`src/rtl/mem_pair_xfer.sv`:
```
// mem_pair_xfer: loads DEPTH_A words into mem_a, then combines each word pair into mem_b.
// Results are either a conditional add/sub or an absolute difference, chosen once per pass.
module mem_pair_xfer #(
  parameter int DATA_W = 8,
  parameter int DEPTH_A = 8,
  localparam int AW = $clog2(DEPTH_A),
  localparam int DEPTH_B = DEPTH_A / 2,
  localparam int BW = (AW > 1) ? AW - 1 : 1
) (
  input  logic              clock,
  input  logic              reset,
  input  logic              load_valid,
  input  logic [DATA_W-1:0] load_data,
  output logic              load_ready,
  input  logic              mode,
  output logic              busy,
  output logic              done,
  output logic [AW-1:0]     add_cnt,
  input  logic [BW-1:0]     rd_addr,
  output logic [DATA_W-1:0] rd_data
);
  typedef enum logic [1:0] {LOAD, PROC, DONE} state_t;
  state_t state_q, state_d;
  logic [AW-1:0] wr_ptr_q, wr_ptr_d, add_cnt_q, add_cnt_d;
  logic [AW:0] cyc_q, cyc_d;
  logic mode_q, mode_d, pend_q, pend_d;
  logic [DATA_W-1:0] first_q, first_d, second_q, second_d, rd_data_q;
  logic [DATA_W-1:0] mem_a [DEPTH_A];
  logic [DATA_W-1:0] mem_b [DEPTH_B];
  logic [DATA_W-1:0] a_word, diff, res;
  logic add_path, we_a;
  logic [BW-1:0] wa;
  assign a_word = mem_a[cyc_q[AW-1:0]];
  assign diff = second_q - first_q;
  assign add_path = !mode_q && diff[DATA_W-1];
  assign res = mode_q ? ((first_q > second_q) ? first_q - second_q : diff)
                      : (add_path ? first_q + second_q : first_q - second_q);
  assign we_a = (state_q == LOAD) && load_valid;
  // A pair's write lands on the cycle after its second word is read, so the
  // pair index trails the read counter by one.
  assign wa = BW'((cyc_q - (AW+1)'(1)) >> 1);
  assign load_ready = state_q == LOAD;
  assign busy = state_q == PROC;
  assign done = state_q == DONE;
  assign add_cnt = add_cnt_q;
  assign rd_data = rd_data_q;
  always_comb begin
    state_d = state_q;
    wr_ptr_d = wr_ptr_q;
    cyc_d = cyc_q;
    mode_d = mode_q;
    pend_d = 1'b0;
    first_d = first_q;
    second_d = second_q;
    add_cnt_d = add_cnt_q + AW'(pend_q && add_path);
    case (state_q)
      LOAD: if (load_valid) begin
        wr_ptr_d = wr_ptr_q + AW'(1);
        if (wr_ptr_q == AW'(DEPTH_A - 1)) begin
          state_d = PROC;
          wr_ptr_d = '0;
          mode_d = mode;
          add_cnt_d = '0;
          cyc_d = '0;
        end
      end
      PROC: begin
        cyc_d = cyc_q + (AW+1)'(1);
        if (!cyc_q[AW]) begin
          first_d = cyc_q[0] ? first_q : a_word;
          second_d = cyc_q[0] ? a_word : second_q;
          pend_d = cyc_q[0];
        end else state_d = DONE;
      end
      DONE: begin
        state_d = LOAD;
        cyc_d = '0;
      end
      default: state_d = LOAD;
    endcase
  end
  always_ff @(posedge clock or posedge reset) begin
    if (reset) begin
      state_q <= LOAD;
      wr_ptr_q <= '0;
      cyc_q <= '0;
      mode_q <= 1'b0;
      pend_q <= 1'b0;
      first_q <= '0;
      second_q <= '0;
      add_cnt_q <= '0;
      rd_data_q <= '0;
    end else begin
      state_q <= state_d;
      wr_ptr_q <= wr_ptr_d;
      cyc_q <= cyc_d;
      mode_q <= mode_d;
      pend_q <= pend_d;
      first_q <= first_d;
      second_q <= second_d;
      add_cnt_q <= add_cnt_d;
      rd_data_q <= mem_b[rd_addr];
    end
  end
  // Memories keep their contents through reset.
  always_ff @(posedge clock) begin
    if (we_a) mem_a[wr_ptr_q] <= load_data;
    if (pend_q) mem_b[wa] <= res;
  end
endmodule

```
`config.mk`:
```
export PLATFORM = sky130hd
export DESIGN_NAME = mem_pair_xfer
export DESIGN_NICKNAME = d
export VERILOG_FILES = /design/src/rtl/mem_pair_xfer.sv
export SDC_FILE = /design/constraint.sdc
export NUM_CORES = 1
export LEC_CHECK = 0
export BUFFER_PORTS_ARGS = -buffer_cell sky130_fd_sc_hd__buf_2
export CAP_MARGIN = 20
export CORE_UTILIZATION = 25
export CTS_BUF_LIST = sky130_fd_sc_hd__clkbuf_8 sky130_fd_sc_hd__clkbuf_16
export CTS_CLUSTER_DIAMETER = 80
export DETAILED_ROUTE_END_ITERATION = 12
export SYNTH_ARGS = -nofsm -noshare
export SYNTH_HDL_FRONTEND = slang
export SYNTH_SLANG_ARGS = --single-unit
```
`constraint.sdc`:
```
create_clock -name clock -period 6.7 [get_ports clock]
set_input_delay 0.335 -clock clock [delete_from_list [all_inputs] [get_ports clock]]
set_output_delay 0.335 -clock clock [all_outputs]
set_load 0.02 [all_outputs]
```
==> key figures, run 1 <==
Outcome
  • Status: finished, final reports clean

Timing
  • Fin. max-slew vios: 0
  • Final worst slack: 3.57 ns
  • Worst slew pin tran: 0.996 ns
  • Unrepaired setup endpoints after global routing: false
  • Worst Skew: 0.0110 ns
  • Part of the cycle the worst path needs: 46.7%
  • Max-slew headroom: 33.3%
  • Final setup violation count: 0
  • Peak Freq: 320 MHz
  • Setup TNS: 0 ns
  • Final Hold Viols: 0
  • Min Tclk post-route: 3.13 ns

Synthesis
  • Synthesized Nets: 509
  • Top-count cell post-synth: edfxtp_1
  • Cell taking the most area after synthesis: edfxtp_1
  • Mapped Area: 6400 µm²
  • Mapped Cells: 464
  • Top post-synthesis cells by count: edfxtp_1 (96), dfrtp_1 (38), nor2_1 (37)
  • Syn avg cell area: 13.8 µm²
  • Ys Warns: 0
  • Main flop type after synthesis: edfxtp_1
  • Area fraction of the dominant cell type after synthesis: 45.1%
  • Register bit total from synthesis: 134
  • Distinct cells, synth: 61
  • Asr flop ratio synth: 28.4%
  • Top post-synthesis cells by area: edfxtp_1 (45%), dfrtp_1 (15%), mux4_2 (8.4%)
  • Seq/Total Area, Yosys: roughly 60%
  • Number of synthesized flops with an enable pin: 96

Clock network
  • Post-CTS sizing: 0
  • Clk_lat worst skew: 0.43 ns
  • CTS Buf Count: 17
  • CTS tree: built
  • H-tree depth: 4
  • Clock buffer depth: 2
  • Cts hold-fix bufs: 0
  • Post-CTS setup buffer count: 0
  • Clock Pin Slew Worst Setup and Hold Paths: 0.06 ns
  • # clock sinks: 134
  • Clock Tree Root: clkbuf_16

Routing
  • Routed vias: between 3,000 and 4,000
  • Antenna viol nets, final: 0
  • # DRC: 0
  • WL/cell: 15.1 µm
  • First-pass detailed-route iteration total: 4
  • Final WL: approximately 13,000 µm
  • Vias per cell: 4.51
  • DRT iter0 DRCs: 243

Critical path
  • Critical Path Fanout Max: 14
  • Crit path launch type: flip-flop
  • Cells on worst reg2reg path: 7
  • Crit Path Category: flip-flop to flip-flop
  • CP max stage cell: o22ai_1
  • Element type at the critical path end: flip-flop
  • CP bufs+invs: 1
  • WP depth: 7
  • Cell mode on critical path: a21oi_1
  • Cell Chain, Critical Path: inv_1 -> ha_1 -> a21oi_1 -> a21oi_1 -> o22ai_1 -> a21oi_1 -> a211oi_1
  • RR Startpoint: first_q[3]$_DFFE_PP0P_
  • CP arrival: 3.28 ns
  • Worst endpoint required time: 6.85 ns
  • CP peak stage delay: 0.73 ns
  • CP top delay family: compound AO/OA/AOI/OAI gates
  • CP startpoint: first_q[3]$_DFFE_PP0P_
  • Reg-to-Reg End: mem_b[0][1]$_DFFE_PP_
  • Worst R2R Setup Slack: 3.57 ns

Pwr
  • VDD IR-drop max: 228 µV
  • Cell Pwr Density: roughly 570 nW/µm²
  • Leak: 2.78 nW

Layout
  • Non-filler instance count after layout: about 840
  • Finished layout cell area: 7500 µm²
  • Fin nets: 538
  • Layout cell share with drive strength beyond 1: 19.2%
  • Area growth from synthesis to layout: 17.2%
  • N_diodes: 0
  • Register area: 3830 µm²
  • Multi-input logic area: approximately 2300 µm²
  • Filler cells: 2,564

GRT
  • Initial antenna violation count: 0
  • Total GRT Usage: 10.2%
  • Grt ovf: 0
  • Wire length of the first global-routing pass: 19,900 µm
  • Pin count of the biggest net entering global routing: 39
  • Vias in the first global route: between 3,000 and 4,000

Floorplan
  • Die Wd: about 160 µm
  • Rows: 58
  • Core area: 25,100 µm²
  • Initial Util: 25.5%
  • Die ar.: 26,200 µm²
  • Die H: 162 µm
  • Io pins: 28

Run
  • Max-cap violations: 0

Placement
  • IO Port Bufs: 27
  • Total placed cells including tap cells: between 800 and 900
  • DP Area: 6870 µm²
  • Final RePlAce weighted congestion: 0.843
  • DP HPWL: 8400 µm
  • Pre-CTS WS: around 3.6 ns

Min path
  • Hold WC Path Type: input port to async pin
## power by group
group / leakage, nW / total (mW) / internal (mW) / switching [mW]
Combinational: 1.17 / 1.87 / 0.763 / 1.11
Clock: 0.299 / 1.01 / 0.625 / 0.381
Sequential: 1.31 / 1.39 / 1.23 / 0.156
Total: 2.78 / 4.27 / 2.62 / 1.65
## kinds of logic (layout without fill, tap and decap cells)
group                    Yosys count  in the layout  synth area share, %
AO/OA/AOI/OAI                     94             94                 9.52
XOR/XNOR                           6              6                0.821
adder cells (fa/ha/maj)           31             31                 6.41
buffers and inverters             52             93                 3.50
flip-flops                       134            134                 59.9
multiplexers                      43             43                 11.5
AND/OR/NAND/NOR                  104            104                 8.33
## per-stage QoR
step	power, mW	hold WS [ns]	utilization (%)
finish	4.27	0.0272	29.9
CTS	4.28	0.0535	29.9
floorplan	2.85	0.434	-
global placement	3.26	0.510	27.4
global route	4.55	0.0776	29.9
detailed placement	3.27	0.511	27.4
## sequential cells by signal, indices dropped and copies added, names as in the netlist
| register | count |
|---|---|
| add_cnt | 3 |
| cyc_q | 4 |
| first_q | 8 |
| mem_a | 64 |
| mem_b | 32 |
| mode_q | 1 |
| pend_q | 1 |
| rd_data | 8 |
| second_q | 8 |
| state_q | 2 |
| wr_ptr_q | 3 |
## how the worst max path moves through the flow
| stage | slack [ns] | endpoint |
|---|---|---|
| after floorplan | 4.19 | mem_b[0][2]$_DFFE_PP_ |
| after global placement | 3.74 | mem_b[0][5]$_DFFE_PP_ |
| after detailed placement | 3.62 | mem_b[0][5]$_DFFE_PP_ |
| after CTS | 3.61 | mem_b[2][5]$_DFFE_PP_ |
| after global routing | 3.33 | mem_b[3][5]$_DFFE_PP_ |
| final | 3.57 | mem_b[0][1]$_DFFE_PP_ |
## layer usage
metal / share of wire, % / up-vias / global-route usage (%) / wire length, µm
li1: - / 1815 / - / -
met1: 48 / 1862 / 12.8 / 6030
met2: 47 / 70 / 16.1 / 5860
met3: 3.5 / 18 / 2.94 / 444
met4: 2.0 / 0 / 4.63 / 255
met5: 0 / - / 0 / 0
## worst reg2reg max path, cell delays in order, from the launching register on
cell and delay [ns]:
dfrtp_1 0.40, inv_1 0.06, ha_1 0.48, a21oi_1 0.31, a21oi_1 0.13, o22ai_1 0.73, a21oi_1 0.17, a211oi_1 0.55
## cells in the final DEF, fill, tap and decap left out, drive strengths merged, types with 5 or more instances in the layout
master	netlist	layout
nand2b	8	8
ha	28	28
clkbuf	12	17
inv	29	32
nor3	12	12
edfxtp	96	96
dfrtp	38	38
nand2	11	11
mux2i	15	15
a21oi	38	38
a211oi	5	5
clkinv	1	5
buf	10	32
nor2	37	37
nand3	5	5
nor2b	8	8
mux4	24	24
o21ai	13	13
## cell type report
type	count	area share [%]
flip-flops and latches	134	51.1
clock inverters	14	2.69
repair buffers	32	2.30
well taps	330	5.51
multi-input cells	278	31.2
inverters	30	1.50
clock buffers	17	5.67
No activity file was read; power rests on OpenSTA's default activity.
==> run 2: changes to the inputs <==
- ABC_AREA: unset -> 1
- clock period: 6.7 -> 2.6 ns (I/O delays scaled with it)
==> key figures, run 2 <==
Outcome
  • Status: finished, final reports clean

Timing
  • Worst slew pin tran: 0.656 ns (-0.341 ns)
  • Unrepaired setup endpoints after global routing: false
  • Worst Skew: 0.00795 ns (-0.00302 ns)
  • Setup TNS: 0 ns (unchanged)
  • Final setup violation count: 0 (unchanged)
  • Peak Freq: 422 MHz (+32%)
  • Final Hold Viols: 0 (unchanged)
  • Fin. max-slew vios: 0 (unchanged)
  • Part of the cycle the worst path needs: 91.1% (+44 points)
  • Max-slew headroom: 56.3% (+23 points)
  • Min Tclk post-route: 2.37 ns (-0.758 ns)

Synthesis
  • Register bit total from synthesis: 134 (unchanged)
  • Area fraction of the dominant cell type after synthesis: 44.1% (-0.92 points)
  • Main flop type after synthesis: edfxtp_1
  • Asr flop ratio synth: 28.4% (unchanged)
  • Top-count cell post-synth: nand2_1
  • Mapped Area: 6530 µm² (+2.1%)
  • Top post-synthesis cells by area: edfxtp_1 (44%), dfrtp_1 (15%), nand2_1 (7.3%)
  • Cell taking the most area after synthesis: edfxtp_1
  • Synthesized Nets: 698 (+37%)
  • Syn avg cell area: 10.0 µm² (-27%)
  • Top post-synthesis cells by count: nand2_1 (127), edfxtp_1 (96), nor2_1 (81)
  • Distinct cells, synth: 31 (-49%)
  • Number of synthesized flops with an enable pin: 96 (unchanged)
  • Ys Warns: 0 (unchanged)
  • Seq/Total Area, Yosys: 58.7% (-1.2 points)
  • Mapped Cells: 653 (+41%)

Pwr
  • Power Total: 10.7 mW (+150%)
  • Cell Pwr Density: 1380 nW/µm² (+140%)
  • Leak: 3.23 nW (+16%)
  • VDD IR-drop max: 481 µV (+110%)

Critical path
  • CP bufs+invs: 2 (+1)
  • Element type at the critical path end: flip-flop
  • CP top delay family: simple AND/OR/NAND/NOR gates
  • CP max stage cell: ha_1
  • Critical Path Fanout Max: 11 (-3)
  • Cell mode on critical path: nand2_1
  • Crit Path Category: flip-flop to flip-flop
  • Crit path launch type: flip-flop
  • Worst endpoint required time: 2.81 ns (-4.04 ns)
  • CP peak stage delay: 0.42 ns (-0.31 ns)
  • Cell Chain, Critical Path: inv_1 -> ha_1 -> nand2_1 -> inv_1 -> a21oi_1 -> nand2_1 -> nand2_1 -> nor2_1 -> nand2_1 -> nand2_1 -> a21oi_1
  • CP arrival: 2.57 ns (-0.71 ns)

GRT
  • Total GRT Usage: 10.7% (+0.57 points)
  • Initial antenna violation count: 0 (unchanged)
  • Vias in the first global route: 4,386 (+21%)
  • Grt ovf: 0 (unchanged)
  • Wire length of the first global-routing pass: 22,200 µm (+11%)
  • Pin count of the biggest net entering global routing: 39 (unchanged)

Layout
  • Area growth from synthesis to layout: 18.8%
  • N_diodes: 0 (unchanged)
  • Largest registers: mem_a: 64 flops, mem_b: 32 flops
  • Most frequent cells in the layout: nand2_1 (127), edfxtp_1 (96), nor2_1 (81)
  • Layout cell share with drive strength beyond 1: 13.2% (-6.1 points)
  • Max reg flops: 64 (unchanged)
  • Fin nets: 754 (+40%)
  • Filler cells: 2,622 (+2.3%)
  • Commonest non-fill, non-tap cell in the layout: nand2_1
  • Reg with most FFs: mem_a

Clock network
  • Clock Tree Root: clkbuf_16
  • Clk_lat worst skew: 0.43 ns (about the same)
  • # clock sinks: 134 (unchanged)
  • Clock Pin Slew Worst Setup and Hold Paths: 0.06 ns (about the same)
  • CTS tree: built
  • Post-CTS sizing: 0 (unchanged)
  • H-tree depth: 4 (unchanged)
  • CTS Buf Count: 17 (unchanged)
  • Clock buffer depth: 2 (unchanged)

Floorplan
  • Rows: 58 (unchanged)
  • Die ar.: 26,800 µm² (+2.1%)
  • Die Wd: 164 µm (+1.0%)
  • Core area: 25,400 µm² (+1.2%)
  • Die H: 164 µm (+1.0%)
  • Initial Util: 25.7% (+0.24 points)
  • Io pins: 28 (unchanged)

Placement
  • Final RePlAce weighted congestion: 0.899 (+6.6%)
  • IO Port Bufs: 27 (unchanged)
  • DP HPWL: 9460 µm (+13%)

Routing
  • WL/cell: 12.8 µm (-15%)
  • Routed vias: 4,520 (+20%)
  • DRT iter0 DRCs: 342 (+41%)
  • Antenna viol nets, final: 0 (unchanged)
  • First-pass detailed-route iteration total: 4 (unchanged)
  • WL met1: 6500 µm (+7.8%)
  • Vias per cell: 4.30 (-4.7%)
  • Final WL: 13,500 µm (+7.2%)
  • # DRC: 0 (unchanged)
  • Metal2 WL: 6370 µm (+8.7%)
  • Highest metal used: met4
  • Met3 WL: 433 µm (-2.5%)

Run
  • Max-cap violations: 0 (unchanged)

Min path
  • Hold WC Path Type: input port to flip-flop
run 2: worst paths after layout:
| path | startpoint | endpoint | slack (ns) | depth (start not counted) |
|---|---|---|---|---|
| worst max-delay path | first_q[6]$_DFFE_PP0P_ | mem_b[2][6]$_DFFE_PP_ | 0.23 | 11 |
| worst min-delay path | rd_addr[1] | rd_data[0]$_DFF_PP0_ | 0.07 | 3 |
| worst max register to register | first_q[6]$_DFFE_PP0P_ | mem_b[2][6]$_DFFE_PP_ | 0.23 | 11 |
| worst min register to register | second_q[7]$_DFFE_PP0P_ | second_q[7]$_DFFE_PP0P_ | 0.50 | 2 |
| max in group asynchronous | reset | first_q[6]$_DFFE_PP0P_ | 1.88 | 4 |
| min in group asynchronous | reset | mode_q$_DFFE_PP0P_ | 0.37 | 4 |
run 2: stage by stage:
stage	setup WS (ns)	util, %	hold slack, ns	std cells	cell area [µm²]
after detailed placement	0.250	27.9	0.292	1009	7080
final	0.232	30.6	0.0689	1052	7760
after global placement	0.284	27.9	0.287	1009	7080
after global routing	0.00902	30.6	0.0750	1052	7760
after floorplan	0.452	-	0.229	653	6530
after CTS	0.235	30.6	0.0611	1052	7760
run 2: power by group:
part | internal, mW | total, mW | switching, mW
logic | 1.65 | 4.99 | 3.34
registers | 3.08 | 3.38 | 0.301
clock network | 1.27 | 2.30 | 1.04
run 2: layout make-up:
type | instances | area [µm²] | area share, %
Clock buffer | 17 | 425 | 5.48
Clock inverter | 15 | 141 | 1.82
Inverter | 76 | 288 | 3.71
Multi-Input combinational cell | 421 | 2260 | 29.1
Sequential cell | 134 | 3830 | 49.4
Tap cell | 330 | 413 | 5.32
Timing Repair Buffer | 59 | 403 | 5.19
run 2: layer usage:
metal / track usage [%] / up-vias
li1: - / 2319
met1: 13.7 / 2119
met2: 17.5 / 64
met3: 2.29 / 18
met4: 4.29 / 0
met5: 0 / -
run 2: logic make-up (layout without fill, tap and decap cells):
group / after synthesis / after routing / synth area share [%]
simple gates: 260 / 260 / 16.6
flops: 134 / 134 / 58.7
compound gates: 117 / 117 / 9.88
buf+inv: 98 / 167 / 6.78
fa+ha+maj: 31 / 31 / 6.28
xor+xnor: 13 / 13 / 1.74
run 2: worst register-to-register path: stages (launching register included):
cell and delay, ns:
dfrtp_1 0.40, inv_1 0.06, ha_1 0.42, nand2_1 0.15, inv_1 0.05, a21oi_1 0.27, nand2_1 0.09, nand2_1 0.26
nor2_1 0.07, nand2_1 0.06, nand2_1 0.04, a21oi_1 0.28
run 2: repair_timing:
item / CTS / global route
hold buffers: 11 / 0
endpoints found under the setup margin: 0 / 0
buffers inserted: 0 / 0
hold endpoints to repair: 104 / 0
